<file path="config.mk">
export PLATFORM = sky130hd
export DESIGN_NAME = stage5_lane_dispatch
export DESIGN_NICKNAME = d
export VERILOG_FILES = /design/src/rtl/stage5_lane_dispatch_pkg.sv /design/src/rtl/stage5_rr_pick3.sv /design/src/rtl/stage5_lane_dispatch.sv
export SDC_FILE = /design/constraint.sdc
export NUM_CORES = 1
export LEC_CHECK = 0
export ABC_AREA = 1
export CORE_MARGIN = 1.5
export CORE_UTILIZATION = 48
export DETAILED_ROUTE_END_ITERATION = 8
export HOLD_SLACK_MARGIN = 0.08
export PLACE_DENSITY_LB_ADDON = 0.12
export SLEW_MARGIN = 20
export SYNTH_ARGS = -nofsm -noshare
export SYNTH_HDL_FRONTEND = slang
export SYNTH_HIERARCHICAL = 1
export SYNTH_SLANG_ARGS = --single-unit
</file>
<file path="constraint.sdc">
create_clock -name clk -period 4.1 [get_ports clk]
set_input_delay 1.025 -clock clk [delete_from_list [all_inputs] [get_ports clk]]
set_output_delay 1.025 -clock clk [all_outputs]
set_load 0.1 [all_outputs]
</file>
<file path="src/rtl/stage5_lane_dispatch_pkg.sv">
// Shared definitions for the stage-5 three-lane dispatcher: lane count, idle code,
// recognised mux-control codes, lane state encoding and pointer helpers.
package stage5_lane_dispatch_pkg;

  localparam int LANES         = 3;
  localparam int DEF_MSG_W     = 64;
  localparam int DEF_CTRL_W    = 4;
  localparam int DEF_IDLE_CODE = 0;

  // Mux-control codes understood by the stage-5 extractors; IDLE_CODE is deliberately not listed.
  localparam int MUX_CODE_A = 1;
  localparam int MUX_CODE_B = 2;
  localparam int MUX_CODE_C = 3;
  localparam int MUX_CODE_D = 4;

  typedef enum logic {
    LANE_FREE = 1'b0,
    LANE_BUSY = 1'b1
  } lane_state_e;

  function automatic logic is_valid_code(input logic [31:0] code);
    return (code == 32'(MUX_CODE_A)) || (code == 32'(MUX_CODE_B)) ||
           (code == 32'(MUX_CODE_C)) || (code == 32'(MUX_CODE_D));
  endfunction

  // Lane index successor modulo three; an out-of-range index wraps to lane 0.
  function automatic logic [1:0] next_lane(input logic [1:0] lane);
    return (lane >= 2'd2) ? 2'd0 : lane + 2'd1;
  endfunction

endpackage

</file>
<file path="src/rtl/stage5_rr_pick3.sv">
// Combinational three-way round-robin picker: one-hot grant of the first set mask bit
// at or after the pointer, plus the pointer value that follows that grant.
module stage5_rr_pick3
  import stage5_lane_dispatch_pkg::*;
(
  input  logic [LANES-1:0] i_mask,
  input  logic [1:0]       i_ptr,
  output logic [LANES-1:0] o_grant,
  output logic             o_any,
  output logic [1:0]       o_next_ptr
);

  logic [1:0] w_cand;

  always_comb begin
    o_grant    = '0;
    o_any      = 1'b0;
    w_cand     = (i_ptr > 2'd2) ? 2'd0 : i_ptr;
    o_next_ptr = w_cand;
    for (int k = 0; k < LANES; k++) begin
      if (!o_any && i_mask[w_cand]) begin
        o_grant[w_cand] = 1'b1;
        o_any           = 1'b1;
        o_next_ptr      = next_lane(w_cand);
      end
      w_cand = next_lane(w_cand);
    end
  end

endmodule

</file>
<file path="src/rtl/stage5_lane_dispatch.sv">
// Stage-5 lane dispatcher: accepts stage-4 messages and parks each in one of three lanes
// until the sink releases it. Optional unknown-type dropping under DISPATCH_TYPE_FILTER_EN.
module stage5_lane_dispatch
  import stage5_lane_dispatch_pkg::*;
#(
  parameter int                MSG_W     = DEF_MSG_W,
  parameter int                CTRL_W    = DEF_CTRL_W,
  parameter logic [CTRL_W-1:0] IDLE_CODE = CTRL_W'(DEF_IDLE_CODE)
) (
  input  logic              clk,
  input  logic              rst_n,
  input  logic              in_valid,
  output logic              in_ready,
  input  logic [MSG_W-1:0]  in_message,
  input  logic [CTRL_W-1:0] in_type,
  input  logic [2:0]        lane_done,
  output logic              message_en,
  output logic [2:0]        lane_valid,
  output logic [MSG_W-1:0]  message_1,
  output logic [MSG_W-1:0]  message_2,
  output logic [MSG_W-1:0]  message_3,
  output logic [CTRL_W-1:0] message_mux_control_m1,
  output logic [CTRL_W-1:0] message_mux_control_m2,
  output logic [CTRL_W-1:0] message_mux_control_m3,
  output logic [15:0]       drop_count
);

  logic [LANES-1:0] w_busy;
  logic [LANES-1:0] w_next_busy;
  logic [LANES-1:0] w_grantable;
  logic [LANES-1:0] w_pick_grant;
  logic [LANES-1:0] w_grant;
  logic             w_pick_any;
  logic [1:0]       w_next_ptr;
  logic [1:0]       r_ptr;
  logic             r_msg_en;
  logic             w_unknown;
  logic             w_dispatch;

`ifdef DISPATCH_TYPE_FILTER_EN
  assign w_unknown = !is_valid_code(32'(in_type));
`else
  assign w_unknown = 1'b0;
`endif

  // A lane being released this cycle can take the incoming message on the same edge.
  assign w_grantable = ~w_busy | (w_busy & lane_done);
  assign in_ready    = (|w_grantable) | w_unknown;
  assign w_dispatch  = in_valid && in_ready && !w_unknown;
  assign w_grant     = w_pick_grant & {LANES{w_dispatch}};

  stage5_rr_pick3 u_pick (
    .i_mask     (w_grantable),
    .i_ptr      (r_ptr),
    .o_grant    (w_pick_grant),
    .o_any      (w_pick_any),
    .o_next_ptr (w_next_ptr)
  );

  generate
    for (genvar gi = 0; gi < LANES; gi++) begin : g_lane
      lane_state_e       r_state;
      lane_state_e       w_state_next;
      logic [MSG_W-1:0]  r_msg;
      logic [CTRL_W-1:0] r_ctrl;

      assign w_busy[gi]      = (r_state == LANE_BUSY);
      assign w_next_busy[gi] = (w_state_next == LANE_BUSY);

      always_comb begin
        w_state_next = r_state;
        if (w_grant[gi]) begin
          w_state_next = LANE_BUSY;
        end else if (w_busy[gi] && lane_done[gi]) begin
          w_state_next = LANE_FREE;
        end
      end

      always_ff @(posedge clk or negedge rst_n) begin
        if (!rst_n) begin
          r_state <= LANE_FREE;
          r_msg   <= '0;
          r_ctrl  <= IDLE_CODE;
        end else begin
          r_state <= w_state_next;
          if (w_grant[gi]) begin
            r_msg  <= in_message;
            r_ctrl <= in_type;
          end else if (w_busy[gi] && lane_done[gi]) begin
            r_ctrl <= IDLE_CODE;
          end
        end
      end
    end
  endgenerate

  always_ff @(posedge clk or negedge rst_n) begin
    if (!rst_n) begin
      r_ptr    <= 2'd0;
      r_msg_en <= 1'b0;
    end else begin
      r_msg_en <= |w_next_busy;
      if (w_dispatch && w_pick_any) begin
        r_ptr <= w_next_ptr;
      end
    end
  end

`ifdef DISPATCH_TYPE_FILTER_EN
  logic [15:0] r_drop_count;

  always_ff @(posedge clk or negedge rst_n) begin
    if (!rst_n) begin
      r_drop_count <= 16'd0;
    end else if (in_valid && w_unknown && (r_drop_count != 16'hFFFF)) begin
      r_drop_count <= r_drop_count + 16'd1;
    end
  end

  assign drop_count = r_drop_count;
`else
  assign drop_count = 16'd0;
`endif

  assign lane_valid             = w_busy;
  assign message_en             = r_msg_en;
  assign message_1              = g_lane[0].r_msg;
  assign message_2              = g_lane[1].r_msg;
  assign message_3              = g_lane[2].r_msg;
  assign message_mux_control_m1 = g_lane[0].r_ctrl;
  assign message_mux_control_m2 = g_lane[1].r_ctrl;
  assign message_mux_control_m3 = g_lane[2].r_ctrl;

endmodule

</file>
Word-level counts from Yosys, hierarchy flattened

Cells that the tools add are included.

Input port bits: 74
Register bits: 210

Bitwise logic cells: 6
Add/sub/neg operators: 3
Muxes and demuxes: 37
Order comparisons: 10
Reductions and logical operators: 17

Operators with widths:

| cell                  | count |
|---|---|
| $mux W4               | 6 |
| $mux W1               | 15 |
| $mux W2               | 7 |
| $logic_and A1 B1 Y1   | 10 |
| $lt A2 B3 Y1 const B  | 3 |
| $mux W3               | 3 |
| $or A3 B3 Y3          | 3 |
| $add A2 B1 Y2 const B | 3 |
| $and A3 B3 Y3         | 2 |
| $bmux W1 S2           | 3 |
| $demux W1 S2          | 3 |
| $ge A2 B1 Y1 const B  | 3 |
| $ge A2 B2 Y1 const B  | 3 |
| $reduce_bool A2 Y1    | 3 |
| $reduce_or A3 Y1      | 2 |
| $not A3 Y3            | 1 |
| $gt A2 B2 Y1 const B  | 1 |
| $logic_not A1 Y1      | 2 |

Depth between registers and ports, before layout

Word-level depth: 15
Mapped depth: 16

Modules after synthesis

Netlist, hierarchy kept.

Modules (own cells, without submodules):

| module               | area each (µm²) | cells an instance | times used |
|---|---|---|---|
| stage5_lane_dispatch | 8046.5          | 790               | 1 |
| stage5_rr_pick3      | 291.5           | 55                | 1 |

Least setup slack after synthesis

OpenSTA, ideal clock, no wires.

Path type: input -> output
From: in lane_done[1]
To: out in_ready
Arrival time: 2.234 ns
Stages on the path: 3
Setup slack: 0.841 ns
Data required time: 3.075 ns
Cell sequence: nor2_2 -> nand3_4 -> clkbuf_1

Word-level cells in the longest chain between the ends: 3

RTL lines:

| element          | RTL line                   | RTL |
|---|---|---|
| from (decl)      | stage5_lane_dispatch.sv:16 | `input logic [2:0] lane_done,` |
| $and A3 B3 Y3    | stage5_lane_dispatch.sv:47 | `assign w_grantable = ~w_busy \| (w_busy & lane_done);` |
| $or A3 B3 Y3     | stage5_lane_dispatch.sv:47 |  |
| $reduce_or A3 Y1 | stage5_lane_dispatch.sv:48 | `assign in_ready = (\|w_grantable) \| w_unknown;` |
| to (decl)        | stage5_lane_dispatch.sv:13 | `output logic in_ready,` |

No other way between the ends.

Worst setup path in the final report

From: in lane_done[0]
To: out in_ready

The elaborated chain is that of the path after synthesis.

==> results.py <==
metrics = {
    "timing": {
        "clock_skew_ns": 0.005378,
        "tightest_slew_ns": 1.056,
        "fin_crit_sh": 0.7910,
        "setup_tns_ns": 0,
        "rsz0062_at_grt": "no",
        "period_needed_ns": 3.243,
        "fmax_mhz": 308.4,
        "final_max_slew_viol_count": 0,
        "setup_viol": 0,
        "final_hold_viol_count": 0,
        "relSlewSlack": 0.2941,
    },
    "outcome": {
        "status": "finished clean",
    },
    "cts": {
        "cts.sinks": 210,
        "postCtsHoldBufs": 0,
        "cts_tree": "done",
        "insertion_delay_ns": 0.49,
        "post_cts_buffers": 0,
        "clkSlewWorstSetupHoldPaths_ns": 0.06,
        "cts-root-buf": "clkbuf_16",
        "ctsLongestPathBuffers": 3,
        "numCtsBuffers": 22,
        "cts_resized": 0,
        "h-tree-depth": 1,
    },
    "yosys": {
        "synth_cells": 845,
        "yosysWarnings": 6,
        "synth_area_leaders": "dfrtp_1 63%, nand2_1 10%, o21ai_0 8.6%, inv_1 3.7%, o21ai_1 3.1%",
        "syn-cell-area_sq_um": 8338,
        "yosys.area.top_type": "dfrtp_1",
        "yosys.area.top_type_share": 0.6303,
        "synth.distinct_cells": 23,
        "synth_edf_count": 0,
        "async_flop_share": 1.000,
        "ys.flop_type": "dfrtp_1",
        "seq_area_frac_synth": 0.6303,
        "synth_seq_cells": 210,
        "synth.avg_cell_area_sq_um": 9.867,
    },
    "worst_setup_path": {
        "crit_required_ns": 3.07,
        "critPathMaxStageDelay_ns": 0.44,
        "cp_max_fo": 17,
        "endpoint_kind": "output port",
        "path_class": "in -> out",
        "critPathTopFamily": "buffers and inverters",
        "worstSetupStartpointType": "input port",
        "crit_chain": "clkdlybuf4s50_1 -> nor2_2 -> nand3_4 -> buf_4",
        "worstPathArrival_ns": 2.22,
        "crit_path_top_delay_cell": "clkdlybuf4s50_1",
        "path_buf_inv": 2,
        "regToRegSetupSlack_ns": 1.34,
    },
    "floorplanning": {
        "start_util": 0.4871,
        "dieWidth_um": 134.8,
        "num_rows": 48,
        "core_area_sq_um": 17120,
        "io_pins": 299,
        "die_h_um": 134.8,
        "die_area_sq_um": 18170,
    },
    "finish": {
        "instances_no_fill": 1352,
        "syn_to_final_growth_pct": 42.21,
        "fin_nets": 1191,
        "fin_area_sq_um": 11860,
        "drive_gt1_frac": 0.05590,
        "diodes": 0,
    },
    "global_routing": {
        "grt_overflow": 0,
        "first_global_vias": 6308,
        "track_usage": 0.2328,
        "grt_max_degree": 73,
        "grt_first_pass_wirelength_um": 33690,
        "antenna_found_initial": 0,
    },
    "drt": {
        "vias": 6605,
        "post-route-drc-count": 0,
        "drtIter0Drc": 418,
        "vias_per_cell": 4.885,
        "drt_first_pass_iters": 5,
        "routed_wl_um": 20970,
        "ant_nets": 0,
        "wl_per_cell_um": 15.51,
    },
    "placement": {
        "dp_hpwl_um": 14710,
        "globalplace.congestion": 0.8132,
        "dp.cells": 1314,
        "post_dp_cell_area_sq_um": 11170,
        "io_buffers": 282,
    },
    "worst_hold_path": {
        "hp-class": "reg -> reg",
    },
    "flow_run": {
        "drv_cap": 0,
    },
}
==> path summary, 6_finish.rpt <==
kind | start | to | cells after the start
setup / recovery | lane_done[0] | in_ready | 4
hold / removal | message_2[48] | message_2[48] | 2
setup reg to reg | r_ptr[0] | message_2[38] | 14
hold reg to reg | message_2[48] | message_2[48] | 2
max in group asynchronous | rst_n | message_1[54] | 2
min in group asynchronous | rst_n | message_2[44] | 1
==> cell usage in the layout, fill, tap and decap left out <==
cell             count
nand2_1            226
a21oi_2              1
clkbuf_1             6
nand4_1             12
nand2_2              1
clkbuf_8             6
ha_1                 4
dfrtp_1            210
nor2_1               3
o21ai_1             52
buf_4                6
clkdlybuf4s50_1    280
nand3_4              4
buf_12               7
clkbuf_16           23
o21ai_2              2
inv_1               82
clkinv_2             5
o21ai_0            144
inv_2                4
nand3_1             26
o211ai_1             2
conb_1              16
and2_0               1
nor2_2               4
==> per-stage QoR <==
stage,setup slack (ns),util,hold WS [ns]
after global placement,0.5649,0.6526,0.4642
after floorplan,0.8413,-,0.5027
after CTS,0.8549,0.6928,0.4864
final,0.8570,0.6928,0.4806
after detailed placement,0.5322,0.6526,0.4716
after global routing,0.7538,0.6928,0.4980
==> cell usage after synthesis (3+ instances only) <==
master      n
ha_1        4
buf_2       6
dfrtp_1   210
buf_6      23
inv_2       4
nor2_2      4
o21ai_0   144
nor2_1      3
buf_4      22
nand3_1    26
nand3_4     4
inv_1      82
o21ai_1    52
nand2_1   226
clkbuf_1   14
nand4_1    12
==> area by class of cell <==
class / count / area (sq um)
fillers: 1426 / 5259
flip-flops and latches: 210 / 5255
repair buffers: 294 / 3002
multi-input cells: 498 / 2305
clock buffers: 34 / 666.9
inverters: 87 / 327.8
well taps: 225 / 281.5
clock inverters: 4 / 20.02
==> logic make-up (layout without fill, tap and decap cells) <==
| logic type | count (synthesis) | in the layout | synth area share |
|---|---|---|---|
| flops | 210 | 210 | 0.6303 |
| fa+ha+maj | 4 | 4 | 0.006003 |
| compound gates | 201 | 201 | 0.1226 |
| buf+inv | 152 | 419 | 0.1001 |
| simple gates | 277 | 277 | 0.1406 |
| other cells | 1 | 16 | 0.0004497 |
==> layer usage <==
| layer | routed length (um) | vias up | GRT usage |
|---|---|---|---|
| met2 | 9842 | 250 | 0.3692 |
| met1 | 8606 | 3100 | 0.3082 |
| met5 | 0 | - | 0 |
| met4 | 719 | 0 | 0.08901 |
| li1 | - | 3210 | - |
| met3 | 1798 | 45 | 0.06231 |
==> flip-flops by register name, summed over array words and instances, names as in the netlist <==
register,cells
g_lane.r_state,3
message_1,64
message_2,64
message_3,64
message_en,1
message_mux_control_m1,4
message_mux_control_m2,4
message_mux_control_m3,4
r_ptr,2
==> worst register-to-register path, delay by kind of cell, from the launching register on <==
| family | cells | cell delay [ns] |
|---|---|---|
| and+or+nand+nor | 8 | 1.10 |
| buffers and inverters | 4 | 0.61 |
| adders and majority gates | 1 | 0.44 |
| DFF | 1 | 0.39 |
| AOI/OAI and AO/OA | 1 | 0.09 |
Power is not shown: default switching activity piles up to over one toggle a cycle in this logic, so the estimate is an artifact.
